==> src/rtl/openframe_gpio_ctrl_pkg.sv <==
// Shared definitions for the openframe GPIO pad controller: register offsets,
// reset constants and the pad-control function index.
package openframe_gpio_pkg;

  localparam int unsigned REG_OUT_LO       = 32'h00;
  localparam int unsigned REG_OUT_HI       = 32'h04;
  localparam int unsigned REG_OE_LO        = 32'h08;
  localparam int unsigned REG_OE_HI        = 32'h0C;
  localparam int unsigned REG_IE_LO        = 32'h10;
  localparam int unsigned REG_IE_HI        = 32'h14;
  localparam int unsigned REG_SCHMITT_LO   = 32'h18;
  localparam int unsigned REG_SCHMITT_HI   = 32'h1C;
  localparam int unsigned REG_SLEW_LO      = 32'h20;
  localparam int unsigned REG_SLEW_HI      = 32'h24;
  localparam int unsigned REG_PULLUP_LO    = 32'h28;
  localparam int unsigned REG_PULLUP_HI    = 32'h2C;
  localparam int unsigned REG_PULLDOWN_LO  = 32'h30;
  localparam int unsigned REG_PULLDOWN_HI  = 32'h34;
  localparam int unsigned REG_DRIVE0_LO    = 32'h38;
  localparam int unsigned REG_DRIVE0_HI    = 32'h3C;
  localparam int unsigned REG_DRIVE1_LO    = 32'h40;
  localparam int unsigned REG_DRIVE1_HI    = 32'h44;
  localparam int unsigned REG_IN_LO        = 32'h48;
  localparam int unsigned REG_IN_HI        = 32'h4C;
  localparam int unsigned REG_IRQ_EN_LO    = 32'h50;
  localparam int unsigned REG_IRQ_EN_HI    = 32'h54;
  localparam int unsigned REG_IRQ_STAT_LO  = 32'h58;
  localparam int unsigned REG_IRQ_STAT_HI  = 32'h5C;

  localparam logic [63:0] RST_IE    = '1;
  localparam logic [63:0] RST_OTHER = '0;

  typedef enum logic [3:0] {
    FN_OUT      = 4'd0,
    FN_OE       = 4'd1,
    FN_IE       = 4'd2,
    FN_SCHMITT  = 4'd3,
    FN_SLEW     = 4'd4,
    FN_PULLUP   = 4'd5,
    FN_PULLDOWN = 4'd6,
    FN_DRIVE0   = 4'd7,
    FN_DRIVE1   = 4'd8
  } pad_fn_e;

  localparam int unsigned NUM_FN = 9;

  function automatic logic [31:0] strobe_mask(input logic [3:0] wstrb);
    return {{8{wstrb[3]}}, {8{wstrb[2]}}, {8{wstrb[1]}}, {8{wstrb[0]}}};
  endfunction

endpackage

==> src/rtl/openframe_gpio_ctrl_in_sync.sv <==
// Pad input synchronizer: two-flop s1->s2 plus s3 holding the previous s2
// for rising-edge detection.
module gpio_in_sync #(
  parameter int unsigned NPADS = 44
) (
  input  logic             clk,
  input  logic             resetb,
  input  logic [NPADS-1:0] gpio_in,
  output logic [NPADS-1:0] s2,
  output logic [NPADS-1:0] rise
);

  logic [NPADS-1:0] s1;
  logic [NPADS-1:0] s3;

  always_ff @(posedge clk or negedge resetb) begin
    if (!resetb) begin
      s1 <= '0;
      s2 <= '0;
      s3 <= '0;
    end else begin
      s1 <= gpio_in;
      s2 <= s1;
      s3 <= s2;
    end
  end

  assign rise = s2 & ~s3;

endmodule

==> src/rtl/openframe_gpio_ctrl.sv <==
// Memory-mapped GPIO pad controller on the picosoc iomem bus: per-pad control
// registers, synchronized input readback and rising-edge level interrupt.
module openframe_gpio_ctrl
  import openframe_gpio_pkg::*;
#(
  parameter int unsigned NPADS  = 44,
  parameter int unsigned ADDR_W = 8
) (
  input  logic              clk,
  input  logic              resetb,
  input  logic              bus_valid,
  output logic              bus_ready,
  input  logic [3:0]        bus_wstrb,
  input  logic [ADDR_W-1:0] bus_addr,
  input  logic [31:0]       bus_wdata,
  output logic [31:0]       bus_rdata,
  input  logic [NPADS-1:0]  gpio_in,
  output logic [NPADS-1:0]  gpio_out,
  output logic [NPADS-1:0]  gpio_oe,
  output logic [NPADS-1:0]  gpio_ie,
  output logic [NPADS-1:0]  gpio_schmitt,
  output logic [NPADS-1:0]  gpio_slew,
  output logic [NPADS-1:0]  gpio_pullup,
  output logic [NPADS-1:0]  gpio_pulldown,
  output logic [NPADS-1:0]  gpio_drive0,
  output logic [NPADS-1:0]  gpio_drive1,
  output logic              irq
);

  logic                req;
  logic                wr_en;
  int unsigned         off;
  int unsigned         base;
  int unsigned         fn_sel;
  logic                hi;
  logic                sel_ctrl, sel_in, sel_en, sel_stat;
  logic [NPADS-1:0]    wmask, wdata_pad, stat_clr;
  logic [NPADS-1:0]    sync_s2, sync_rise;
  logic [NPADS-1:0]    irq_en, irq_stat;
  logic [NPADS-1:0]    ctrl_q [NUM_FN];
  logic [NUM_FN:0][63:0] ctrl_acc;
  logic [63:0]         rd_full;
  logic [31:0]         rd_word;

  // A request is accepted only on the cycle ready is low, giving one-cycle latency
  assign req    = bus_valid & ~bus_ready;
  assign wr_en  = req & (bus_wstrb != 4'b0000);
  assign off    = 32'(bus_addr) & ~32'd3;
  assign base   = off & ~32'd4;
  assign fn_sel = (base - REG_OUT_LO) >> 3;
  assign hi     = bus_addr[2];

  assign sel_ctrl = (base <= REG_DRIVE1_LO);
  assign sel_in   = (base == REG_IN_LO);
  assign sel_en   = (base == REG_IRQ_EN_LO);
  assign sel_stat = (base == REG_IRQ_STAT_LO);

  // HI words map onto pads 63:32; the cast drops lanes above NPADS-1
  assign wmask     = NPADS'(hi ? {strobe_mask(bus_wstrb), 32'h0} : {32'h0, strobe_mask(bus_wstrb)});
  assign wdata_pad = NPADS'({bus_wdata, bus_wdata});
  assign stat_clr  = (wr_en && sel_stat) ? (wmask & wdata_pad) : '0;

  gpio_in_sync #(.NPADS(NPADS)) u_in_sync (
    .clk     (clk),
    .resetb  (resetb),
    .gpio_in (gpio_in),
    .s2      (sync_s2),
    .rise    (sync_rise)
  );

  assign ctrl_acc[0] = '0;

  for (genvar f = 0; f < NUM_FN; f++) begin : g_fn
    localparam logic [63:0] RST_FULL = (f == int'(FN_IE)) ? RST_IE : RST_OTHER;

    always_ff @(posedge clk or negedge resetb) begin
      if (!resetb) begin
        ctrl_q[f] <= RST_FULL[NPADS-1:0];
      end else if (wr_en && sel_ctrl && (fn_sel == f)) begin
        ctrl_q[f] <= (ctrl_q[f] & ~wmask) | (wdata_pad & wmask);
      end
    end

    assign ctrl_acc[f+1] = ctrl_acc[f] | ((fn_sel == f) ? 64'(ctrl_q[f]) : 64'h0);
  end

  always_comb begin
    rd_full = '0;
    if (sel_ctrl) begin
      rd_full = ctrl_acc[NUM_FN];
    end else if (sel_in) begin
      rd_full = 64'(sync_s2);
    end else if (sel_en) begin
      rd_full = 64'(irq_en);
    end else if (sel_stat) begin
      rd_full = 64'(irq_stat);
    end
    rd_word = hi ? rd_full[63:32] : rd_full[31:0];
  end

  always_ff @(posedge clk or negedge resetb) begin
    if (!resetb) begin
      bus_ready <= 1'b0;
      bus_rdata <= '0;
      irq_en    <= '0;
      irq_stat  <= '0;
      irq       <= 1'b0;
    end else begin
      bus_ready <= req;
      bus_rdata <= req ? rd_word : '0;
      if (wr_en && sel_en) begin
        irq_en <= (irq_en & ~wmask) | (wdata_pad & wmask);
      end
      // Set is OR-ed after the clear so a same-cycle edge wins over W1C
      irq_stat <= (irq_stat & ~stat_clr) | (sync_rise & irq_en);
      irq      <= |irq_stat;
    end
  end

  assign gpio_out      = ctrl_q[FN_OUT];
  assign gpio_oe       = ctrl_q[FN_OE];
  assign gpio_ie       = ctrl_q[FN_IE];
  assign gpio_schmitt  = ctrl_q[FN_SCHMITT];
  assign gpio_slew     = ctrl_q[FN_SLEW];
  assign gpio_pullup   = ctrl_q[FN_PULLUP];
  assign gpio_pulldown = ctrl_q[FN_PULLDOWN];
  assign gpio_drive0   = ctrl_q[FN_DRIVE0];
  assign gpio_drive1   = ctrl_q[FN_DRIVE1];

endmodule

==> config.mk <==
export PLATFORM = sky130hd
export DESIGN_NAME = openframe_gpio_ctrl
export DESIGN_NICKNAME = d
export VERILOG_FILES = /design/src/rtl/openframe_gpio_ctrl_pkg.sv /design/src/rtl/openframe_gpio_ctrl_in_sync.sv /design/src/rtl/openframe_gpio_ctrl.sv
export SDC_FILE = /design/constraint.sdc
export NUM_CORES = 1
export LEC_CHECK = 0
export CAP_MARGIN = 10
export CELL_PAD_IN_SITES_DETAIL_PLACEMENT = 1
export CELL_PAD_IN_SITES_GLOBAL_PLACEMENT = 1
export CORE_UTILIZATION = 31
export CTS_CLUSTER_DIAMETER = 120
export DETAILED_ROUTE_END_ITERATION = 7
export DONT_BUFFER_PORTS = 1
export GPL_TIMING_DRIVEN = 1
export PLACE_DENSITY_LB_ADDON = 0.1
export SYNTH_ARGS = -nofsm -noshare
export SYNTH_HDL_FRONTEND = slang
export SYNTH_HIERARCHICAL = 1
export SYNTH_SLANG_ARGS = --single-unit
export TNS_END_PERCENT = 1
==> constraint.sdc <==
create_clock -name clk -period 3.93 [get_ports clk]
set_input_delay 0.1965 -clock clk [delete_from_list [all_inputs] [get_ports clk]]
set_output_delay 0.1965 -clock clk [all_outputs]
set_load 0.01 [all_outputs]
==> results of run 1 <==
==> final timing paths <==
kind	startpoint	to	slack (ns)	cells past startpoint
worst max-delay path	bus_ready	register	0.64	7
worst min-delay path	resetb	u_in_sync/s1[37]	-0.72	0
worst max register to register	bus_ready	register	0.64	7
worst min register to register	u_in_sync/s1[27]	u_in_sync/s2[27]	0.35	0
max in group asynchronous	resetb	bus_rdata[3]	1.38	0
min in group clk	bus_addr[5]	bus_rdata[9]	0.06	4
==> layout make-up <==
cell class | instances | area [sq um]
Inverter | 6 | 22.5
Clock inverter | 26 | 334
Multi-Input combinational cell | 1232 | 10600
Sequential cell | 650 | 16300
Clock buffer | 121 | 2340
Antenna cell | 4 | 10.0
Fill cell | 9028 | 54800
Tap cell | 1155 | 1450
Timing Repair Buffer | 132 | 1260
==> critical path, cell delays in order, from the launching register on <==
cell	delay, ns
dfrtp_1	0.41
nand2b_1	0.18
inv_1	0.37
nand2_1	0.27
nor2_1	0.55
nand2_1	0.42
mux2_2	0.41
dlygate4sd3_1	0.56
==> routing by layer <==
layer | global-route usage, % | vias to the layer above
met3 | 7.47 | 182
met4 | 6.97 | 18
met2 | 42.3 | 692
met1 | 34.4 | 10211
met5 | 0 | -
li1 | - | 7596
==> power by group <==
group / leakage [nW] / switching, mW / internal, mW
Combinational: 5.02 / 0.475 / 0.429
Sequential: 8.50 / 0.450 / 7.07
Clock: 1.31 / 3.07 / 4.52
Total: 14.8 / 4.00 / 12.0
==> kinds of logic after synthesis <==
kind of cell,count (synthesis),synth area share [%]
AND/OR/NAND/NOR,343,7.85
multiplexers,498,20.5
flip-flops,650,59.5
buffers and inverters,136,2.02
AO/OA/AOI/OAI,391,10.1
==> per-stage QoR <==
stage / util [%] / worst slack (ns) / total power [mW] / instances / hold slack, ns
2_1_floorplan: - / 1.87 / 8.03 / 2018 / -0.0991
3_3_place_gp: 33.0 / 1.03 / 8.31 / 3085 / -0.0739
3_5_place_dp: 33.0 / 1.03 / 8.35 / 3085 / -0.0715
4_1_cts: 37.1 / 0.645 / 16.2 / 3322 / -0.751
5_1_grt: 37.1 / 0.537 / 16.5 / 3325 / -0.750
6_report: 37.1 / 0.641 / 16.0 / 3326 / -0.716
==> cell usage in the layout (no fill, tap or decap), drive strengths merged, types with 5 or more instances in the layout <==
cell type	netlist	layout
a211oi	5	5
a21o	6	6
a21oi	94	94
a221oi	14	14
a22o	63	63
a22oi	125	125
and2	9	9
buf	37	45
bufinv	0	6
clkbuf	93	121
clkinv	1	16
dfrtp	606	606
dfstp	44	44
dlygate4sd3	0	87
inv	5	8
mux2	460	460
mux2i	33	33
mux4	5	5
nand2	142	142
nand2b	9	9
nand3	36	36
nand4	8	8
nor2	22	22
nor2b	56	56
nor3	22	22
nor4	14	14
o21a	20	20
o21ai	20	20
o22ai	9	9
o2bb2ai	5	5
==> run summary, run 1 <==
outcome - finished with violations
violated checks - hold timing, slew limit
Gate Count Post-Synth - 2018
initial antenna violation count - 18
Buffers on Ports - 0
DRC viols - 0
Post-synth EDFFs - 0
first-pass GRT wire length - 166000 microns
final layout net count - 2194
WL final - 119000 microns
cell area after layout - 0.0323 sq mm
Mapped Avg Cell Area - 13.6 sq um
detailed-route wire length per cell - 35.7 microns
chip width - 299 microns
Top FF cell, synth - dfrtp_1
TritonCTS buffer count - 81
P&R area growth vs syn - 17.9%
total gr overflow - 0
leading area contributor after synthesis - dfrtp_1
final RePlAce weighted congestion - 0.852
Final Hold Vio Count - 371
WP data arrival - 3.81 ns
RSZ-0062 raised after global routing - false
largest net degree at the start of global routing - 651
Post-Route M1 WL - 50700 microns
Worst Path Required - 4.45 ns
layout cells sized above 1 - 34.2%
Clk Latency, worst-skew pair - 0.65 ns
top post-synthesis cells by count - dfrtp_1 (606), mux2_2 (439), nand2_1 (127)
Synth area leaders - dfrtp_1 (55%), mux2_2 (18%), dfstp_2 (4.2%), a22oi_1 (3.4%), nor2b_4 (2.2%)
Initial Util - 31.5%
Reg clk slew, reported paths - 0.06 ns
Setup violations, final - 0
Max clock buf depth - 3
Slew @ Worst Pin - 4.22 ns
Ys Warns - 6
die footprint - 0.0897 sq mm
met2 WL - 56400 microns
htree depth - 3
Top Layer Used - met5
hold slack - -0.716 ns
worst-path fanout max - 8
row count - 108
antenna-violating nets left - 0
power per cell area - 495 mW/mm^2
Root Driver - clkbuf_16
Die Y - 299 microns
I/O pin count - 521
First-pass DRT Iterations - 5
Slew HR - -181%
async set or reset register ratio after synthesis - 100%
Total GRT Usage - 26.2%
Vias - 18699
most common cell in the netlist - dfrtp_1
Max-Cap Viols - 0
Netlist cell types - 69
sequential fraction of the synthesis area - 59.5%
CTS tree - done
Post-DP HPWL - 79800 microns
Via-to-Cell Ratio - 5.62
DRT iter0 DRCs - 1346
Hold-fix buffers, CTS - 90
post-CTS sizing - 0
synthesized cell area - 0.0274 sq mm
clk_skew - 0.0269 ns
postcts setup bufs - 0
Tmin final - 3.29 ns
clock sinks - 650
VDD IR max - 0.318 mV
Yosys top cell area share - 55.3%
endpoint class of the critical path - register
synthesized net count - 2109
Tcrit/Tclk final - 83.7%
Critical Path Source Type - register
Hold Path Class - in -> async
critical path class - reg -> reg
Leakage - 14.8 nW
met3 WL - 8490 microns
Max Clk Rate - 304 MHz
DP Area - 0.0287 sq mm
vias in the first global route - 20016
register bit total from synthesis - 650
final count of pins violating max slew - 461
placeable core region - 0.0872 sq mm
setup TNS - 0 ns
Note: power is estimated with default switching activity, not from simulation.
==> inputs of run 2 (changes only) <==
Clock period 3.93 ns to 2.8 ns, I/O delays scaled along.
==> run 2 against run 1 <==
Compared with the run above:
- the run ends with hold timing, slew limit, setup timing left
- combinational power up 46%
- worst hold slack worse by 0.042 ns
- core utilization up 0.29 points
==> run summary, run 2 (same netlist as run 1, synthesis figures left out) <==
outcome - finished with violations
violated checks - hold timing, slew limit, setup timing
first-pass GRT wire length - 166000 microns
fin util - 37.4%
Setup violations, final - 187
most common cell after layout, fill and taps aside - dfrtp_1
chip width - 299 microns
Max-Cap Viols - 0
Root Driver - clkbuf_16
vias in the first global route - 20057
WL final - 119000 microns
critical path class - in -> async
worst-path fanout max - 650
largest net degree at the start of global routing - 651
Initial Util - 31.5%
die footprint - 0.0897 sq mm
Hold Path Class - in -> async
Vias - 18854
clock sinks - 650
final layout net count - 2223
placeable core region - 0.0872 sq mm
DRT iter0 DRCs - 1427
I/O pin count - 521
antenna-violating nets left - 0
hold slack - -0.758 ns
DRC viols - 0
endpoint class of the critical path - asynchronous set/reset pin
Max clock buf depth - 3
Max Clk Rate - 321 MHz
Post-DP HPWL - 80800 microns
register area - 0.0163 sq mm
RSZ-0062 raised after global routing - false
Reg clk slew, reported paths - 0.06 ns
Hold-fix buffers, CTS - 89
Die Y - 299 microns
clk_skew - 0.0228 ns
Multi-input gate area - 0.0106 sq mm
final worst slack - -0.314 ns
htree depth - 3
Slew @ Worst Pin - 5.01 ns
Slew HR - -234%
Critical Path Source Type - input port
CTS tree - done
Tcrit/Tclk final - 111%
Clk Latency, worst-skew pair - 0.63 ns
P&R area growth vs syn - 18.9%
Total GRT Usage - 26.1%
Leakage - 15.0 nW
postcts setup bufs - 0
Via-to-Cell Ratio - 5.63
power per cell area - 679 mW/mm^2
most frequent cells in the layout - dfrtp_1 (606), mux2_2 (439), nand2_1 (127)
dpl ws - 0.242 ns
Buffers on Ports - 0
Tot Pwr - 22.1 mW
final RePlAce weighted congestion - 0.850
First-pass DRT Iterations - 5
initial antenna violation count - 15
Final Hold Vio Count - 297
WP data arrival - 2.64 ns
TritonCTS buffer count - 79
# fillers - 9026
Tmin final - 3.11 ns
row count - 108
Worst Path Required - 2.33 ns
detailed-route wire length per cell - 35.4 microns
Layout Cells excl Fill - 3351
placed insts - 3117
final count of pins violating max slew - 578
total gr overflow - 0
layout cells sized above 1 - 35.5%
VDD IR max - 0.416 mV
run 2: cell types whose count changed in the layout (fill, tap and decap cells not counted):
cell	previous run	this run
clkinv_8	3	1
clkinvlp_4	2	3
clkinv_2	11	19
clkbuf_1	25	17
clkinv_4	1	2
buf_12	4	15
buf_4	41	63
nor3_4	3	4
dlygate4sd3_1	87	85
clkbuf_16	82	80
diode_2	4	2
bufinv_16	6	4
nor3_2	7	6
run 2: cell type report:
| type | instances | area share [%] |
|---|---|---|
| inverter | 6 | 0.0691 |
| tap | 1155 | 4.43 |
| clock buffer | 111 | 6.93 |
| clock inverter | 32 | 0.914 |
| timing repair buffer | 163 | 4.98 |
| antenna | 2 | 0.0154 |
| multi-input combinational | 1232 | 32.6 |
| sequential | 650 | 50.1 |
run 2: per-stage QoR:
step	TNS (ns)	hold slack, ns	cell area, sq um
final	-36.12	-0.758	32600
after global routing	0	-0.800	32600
after global placement	0	-0.139	29100
after floorplan	0	-0.156	27400
after CTS	0	-0.800	32600
after detailed placement	0	-0.128	29100
run 2: per-layer routing:
layer  routed length (microns)  vias to the layer above  share of wire [%]  global-route usage [%]
met2                     55700                      680                 47                    41.4
li1                          -                     7651                  -                       -
met3                      8740                      181                7.4                    7.48
met4                      3070                       16                2.6                    7.00
met5                       110                        -              0.093                       0
met1                     51000                    10326                 43                    34.9
run 2: path summary, 6_finish.rpt:
kind	startpoint	to	slack, ns	cells past startpoint
max in group clk	bus_ready	register	0.19	9
hold reg to reg	u_in_sync/s1[28]	u_in_sync/s2[28]	0.34	0
min in group clk	bus_addr[7]	bus_rdata[8]	0.03	4
hold / removal	resetb	u_in_sync/s1[37]	-0.76	0
setup reg to reg	bus_ready	register	0.19	9
setup / recovery	resetb	asynchronous set/reset pin	-0.31	0
run 2: where the power goes:
part	switching [mW]	internal (mW)	leakage [nW]
registers	0.634	9.92	8.50
logic	0.685	0.639	5.20
clock network	4.24	6.00	1.27
total	5.56	16.6	15.0
run 2: what timing repair did:
action                                  in CTS  in global routing
endpoints found under the setup margin       0                  1
hold endpoints to repair                  1189                650
resized for setup                            0                  1
